$ cat src/rtl/power_gate_ctrl_if.sv
`default_nettype none
// ============================================================================
// Module   : power_gate_ctrl_if
// Brief    : Request/status bundle between a power-gating controller and its
//            requester / power-domain logic.
// Revision : 1.0
// ============================================================================
interface power_gate_ctrl_if;
    logic       sleep_req;
    logic       wake_req;
    logic       pwr_ok;
    logic       pwr_en;
    logic       iso_en;
    logic       save;
    logic       restore;
    logic       awake;
    logic       asleep;
    logic [2:0] state;

    modport slave (
        input  sleep_req, wake_req, pwr_ok,
        output pwr_en, iso_en, save, restore, awake, asleep, state
    );

    modport master (
        output sleep_req, wake_req, pwr_ok,
        input  pwr_en, iso_en, save, restore, awake, asleep, state
    );
endinterface
`default_nettype wire

$ cat src/rtl/power_gate_ctrl.sv
`default_nettype none
// ============================================================================
// Module   : power_gate_ctrl
// Brief    : Moore FSM sequencing isolation, retention save/restore and the
//            header switch of a power-gated CMOS domain.
// Revision : 1.0
// ============================================================================
module power_gate_ctrl #(
    parameter int unsigned PWR_DN_CYC = 2,
    parameter int unsigned PWR_UP_CYC = 4
) (
    input  wire logic         clk,
    input  wire logic         rst,
    power_gate_ctrl_if.slave  pg
);

    typedef enum logic [2:0] {
        ST_ON      = 3'd0,
        ST_ISO     = 3'd1,
        ST_SAVE    = 3'd2,
        ST_PWR_DN  = 3'd3,
        ST_OFF     = 3'd4,
        ST_PWR_UP  = 3'd5,
        ST_RESTORE = 3'd6,
        ST_DEISO   = 3'd7
    } state_t;

    localparam logic [7:0] c_dn_load = 8'(PWR_DN_CYC - 1);
    localparam logic [7:0] c_up_load = 8'(PWR_UP_CYC - 1);

    state_t     r_state;
    state_t     w_state_nxt;
    logic [7:0] r_cnt;
    logic [7:0] w_cnt_nxt;

    always_ff @(posedge clk) begin
        if (rst) begin
            r_state <= ST_ON;
            r_cnt   <= '0;
        end else begin
            r_state <= w_state_nxt;
            r_cnt   <= w_cnt_nxt;
        end
    end

    // The dwell counter is loaded on the transition into PWR_DN / PWR_UP.
    always_comb begin
        w_state_nxt = r_state;
        w_cnt_nxt   = r_cnt;
        case (r_state)
            ST_ON: begin
                if (pg.sleep_req) w_state_nxt = ST_ISO;
            end
            ST_ISO: begin
                w_state_nxt = ST_SAVE;
            end
            ST_SAVE: begin
                w_state_nxt = ST_PWR_DN;
                w_cnt_nxt   = c_dn_load;
            end
            ST_PWR_DN: begin
                if (r_cnt == 8'd0) w_state_nxt = ST_OFF;
                else               w_cnt_nxt   = r_cnt - 8'd1;
            end
            ST_OFF: begin
                if (pg.wake_req) begin
                    w_state_nxt = ST_PWR_UP;
                    w_cnt_nxt   = c_up_load;
                end
            end
            ST_PWR_UP: begin
                if (r_cnt != 8'd0) w_cnt_nxt   = r_cnt - 8'd1;
                else if (pg.pwr_ok) w_state_nxt = ST_RESTORE;
            end
            ST_RESTORE: begin
                w_state_nxt = ST_DEISO;
            end
            ST_DEISO: begin
                w_state_nxt = ST_ON;
            end
        endcase
    end

    // Outputs decode the registered state only.
    assign pg.pwr_en  = (r_state != ST_PWR_DN) && (r_state != ST_OFF);
    assign pg.iso_en  = (r_state != ST_ON) && (r_state != ST_DEISO);
    assign pg.save    = (r_state == ST_SAVE);
    assign pg.restore = (r_state == ST_RESTORE);
    assign pg.awake   = (r_state == ST_ON);
    assign pg.asleep  = (r_state == ST_OFF);
    assign pg.state   = r_state;

endmodule
`default_nettype wire

$ cat src/flat_wrapper.sv
// flat-port wrapper written by rule: the top's interface ports become plain ports
module power_gate_ctrl_flat 
#(
    parameter int unsigned PWR_DN_CYC = 2,
    parameter int unsigned PWR_UP_CYC = 4
)
  (clk, rst, pg_sleep_req, pg_wake_req, pg_pwr_ok, pg_pwr_en, pg_iso_en, pg_save, pg_restore, pg_awake, pg_asleep, pg_state);
  power_gate_ctrl_if pg_i ();
  input  wire logic clk;
  input  wire logic rst;
  input wire logic [$bits(pg_i.sleep_req)-1:0] pg_sleep_req;
  input wire logic [$bits(pg_i.wake_req)-1:0] pg_wake_req;
  input wire logic [$bits(pg_i.pwr_ok)-1:0] pg_pwr_ok;
  output wire logic [$bits(pg_i.pwr_en)-1:0] pg_pwr_en;
  output wire logic [$bits(pg_i.iso_en)-1:0] pg_iso_en;
  output wire logic [$bits(pg_i.save)-1:0] pg_save;
  output wire logic [$bits(pg_i.restore)-1:0] pg_restore;
  output wire logic [$bits(pg_i.awake)-1:0] pg_awake;
  output wire logic [$bits(pg_i.asleep)-1:0] pg_asleep;
  output wire logic [$bits(pg_i.state)-1:0] pg_state;
  assign pg_i.sleep_req = pg_sleep_req;
  assign pg_i.wake_req = pg_wake_req;
  assign pg_i.pwr_ok = pg_pwr_ok;
  assign pg_pwr_en = pg_i.pwr_en;
  assign pg_iso_en = pg_i.iso_en;
  assign pg_save = pg_i.save;
  assign pg_restore = pg_i.restore;
  assign pg_awake = pg_i.awake;
  assign pg_asleep = pg_i.asleep;
  assign pg_state = pg_i.state;
  power_gate_ctrl #(.PWR_DN_CYC(PWR_DN_CYC), .PWR_UP_CYC(PWR_UP_CYC)) u_core (.clk(clk), .rst(rst), .pg(pg_i));
endmodule
$ cat config.mk
export PLATFORM = sky130hd
export DESIGN_NAME = power_gate_ctrl_flat
export DESIGN_NICKNAME = d
export VERILOG_FILES = /design/src/rtl/power_gate_ctrl_if.sv /design/src/rtl/power_gate_ctrl.sv /design/src/flat_wrapper.sv
export SDC_FILE = /design/constraint.sdc
export NUM_CORES = 1
export LEC_CHECK = 0
export CAP_MARGIN = 10
export CORE_MARGIN = 2
export CORE_UTILIZATION = 51
export CTS_CLUSTER_DIAMETER = 60
export DETAILED_ROUTE_END_ITERATION = 10
export PLACE_DENSITY = 0.77
export SYNTH_ARGS = -nofsm -noshare
export SYNTH_HDL_FRONTEND = slang
export SYNTH_SLANG_ARGS = --single-unit
$ cat constraint.sdc
create_clock -name clk -period 2.6 [get_ports clk]
set_input_delay 0.78 -clock clk [delete_from_list [all_inputs] [get_ports clk]]
set_output_delay 0.78 -clock clk [all_outputs]
set_load 0.02 [all_outputs]
==> results.md <==
- Post-synthesis net count: 110
- Detailed Route Iter0 Violations: 15
- Drt pass-1 iters: 4
- TNS Setup: 0 ns
- Status: completed
- Commonest cells after routing, fill and taps aside: a21oi_1, clkdlybuf4s50_1, nor3_1, nor2_1, dfxtp_1
- Synth Area in Simple Gates: 29.1%
- Cells after synthesis: 100
- Post-synth EDFFs: 0
- Final Setup Violations: 0
- Yosys warning count: 0
- Vias in the first global route: 688
- Synth unique cells: 34
- Synth Flop Type: dfxtp_1
- Cell count after placement: 128
- Die height: 44.4 um
- First-pass GRT wire length: 3050 um
- HPWL after DPL: 1370 um
- Worst Setup Start Kind: register
- # fillers: 138
- Largest family of logic cells by synthesized area: simple AND/OR/NAND/NOR gates
- Worst slew margin: 66.9%
- Depth of the CTS H-tree: 1
- Final std cells w/o fill: 132
- Final nets: 127
- WS Path Type: reg -> out
- Min-Delay Path Class: reg -> reg
- RSZ-0062 raised after global routing: false
- Worst Skew: 0.00852 ns
- DRC viols: 0
- Peak supply drop: 0.351 mV
- Wire per inst: 13.6 um
- Max-slew violation count: 0
- Core area: 1520 um^2
- DRT antenna net count: 0
- DIE AREA: 1970 um^2
- Final GP Congestion: 0.867
- Synth Area per Inst: 8.31 um^2
- Final worst path period share: 97.1%
- Vias per cell: 6.05
- Postcts setup bufs: 0
- Cell area after synthesis: 831 um^2
- Ant diodes: 0
- Initial antenna violation count: 0
- Bufs on Longest Clock Path: 2
- Crit path required time: 1.82 ns
- Root buffer cell: clkbuf_4
- Largest net degree at the start of global routing: 14
- Worst-skew pair later-pin latency: 0.28 ns
- Die width: 44.4 um
- Peak Freq: 396 MHz
- CP max FO: 10
- Final hold viol count: 0
- Via count: 799
- Synth Area in Compound Gates: 21.5%
- Critical path arrival: 1.74 ns
- Leak Pwr: 0.389 nW
- Final WL: 1790 um
- Flops & latches, synth: 11
- Ys async rst share: 0%
- Final min period: 2.52 ns
- Max cap viols: 0
- Share of cells above drive strength 1: 11.2%
- Area grow syn2layout: 19.3%
- PortBufs: 13
- Clk sinks: 11
- Multiplexer share of the synthesized area: 1.36%
- Post-layout util: 65.0%
- I/O Pins: 14
- Overall Global Routing Usage: 21.4%
- Worst-Margin Slew: 0.494 ns
- CTS tree: yes
- FF-to-FF setup slack: 0.68 ns
- CP Capture Type: output port
- GRT overflow: 0
- Adder-Cell Fraction of Synth Area: 8.73%
- Register area share after synthesis: 26.5%
- Synth Area in XOR/XNOR: 3.16%
- CTS clk-pin slew, worst paths: 0.07 ns
- Starting Density: 54.5%
- Pwr Density: 500 nW/um^2
- TritonCTS Buffers: 3
- # rows: 14
-- cell type report --
type / count / area, um^2 / area share (%)
clock buffer: 4 / 26.3 / 2.65
tap: 16 / 20.0 / 2.02
inverter: 8 / 30.0 / 3.03
sequential: 11 / 223 / 22.5
multi-input combinational: 76 / 531 / 53.5
timing repair buffer: 17 / 161 / 16.3
-- flip-flops by register name (all words and copies together) (netlist names) --
signal / flops
u_core.pg.state: 3
u_core.r_cnt: 8
-- critical path, cell delays in order (launching register included) --
cell	delay [ns]
dfxtp_2	0.38
buf_4	0.17
nor3b_4	0.27
clkdlybuf4s50_1	0.65
-- synth_stat cells, types with 2 or more instances --
library cell  number  area, um^2
o32ai_1            2        17.5
a211oi_1           2        15.0
o31ai_1            6        45.0
nor2_1             9        33.8
dfxtp_1           11         220
buf_6              4        45.0
nor3_1             9        45.0
xor2_1             2        17.5
ha_1               5        62.6
or3_1              3        18.8
or4_1              6        45.0
nand2_1            3        11.3
inv_1              7        26.3
a21oi_1           11        55.1
-- timing repair --
item                       4_1_cts  5_1_grt
hold buffers                     0        0
hold endpoints to repair         0        0
resized for setup                2        2
setup endpoints to repair        5        5
-- layer usage --
metal  part of all wire, %  GRT usage, %  routed length (um)
met5                     0             0                   0
met4                   1.1          5.45                  19
met2                    44          32.1                 791
met3                   4.1          7.35                  73
met1                    51          29.3                 907
-- stage by stage --
stage | power [mW] | hold slack (ns) | instance area (um^2) | setup slack, ns
after detailed placement | 0.379 | 0.482 | 961 | 0.249
after global placement | 0.374 | 0.479 | 961 | 0.273
after floorplan | 0.325 | 0.452 | 831 | 0.421
after global routing | 0.532 | 0.520 | 991 | 0.0162
final | 0.496 | 0.496 | 991 | 0.0765
after CTS | 0.499 | 0.494 | 987 | 0.0196
-- report_power, final --
group	leakage [nW]	switching, mW	total, mW	internal, mW
Combinational	0.284	0.0978	0.176	0.0783
Sequential	0.0903	0.0156	0.197	0.181
Clock	0.0150	0.0633	0.123	0.0597
Total	0.389	0.177	0.496	0.319
-- logic make-up after synthesis --
family,Yosys count
buffers and inverters,13
flip-flops,11
adder cells (fa/ha/maj),6
AO/OA/AOI/OAI,27
XOR/XNOR,3
multiplexers,1
AND/OR/NAND/NOR,39
-- final timing paths --
kind / from / endpoint / cells after the start
setup / recovery: u_core.pg.state[1] / pg_asleep / 3
hold / removal: u_core.r_cnt[7] / u_core.r_cnt[7] / 2
setup reg to reg: u_core.pg.state[1] / u_core.r_cnt[4] / 5
hold reg to reg: u_core.r_cnt[7] / u_core.r_cnt[7] / 2
Power figures use the tool's default switching activity.
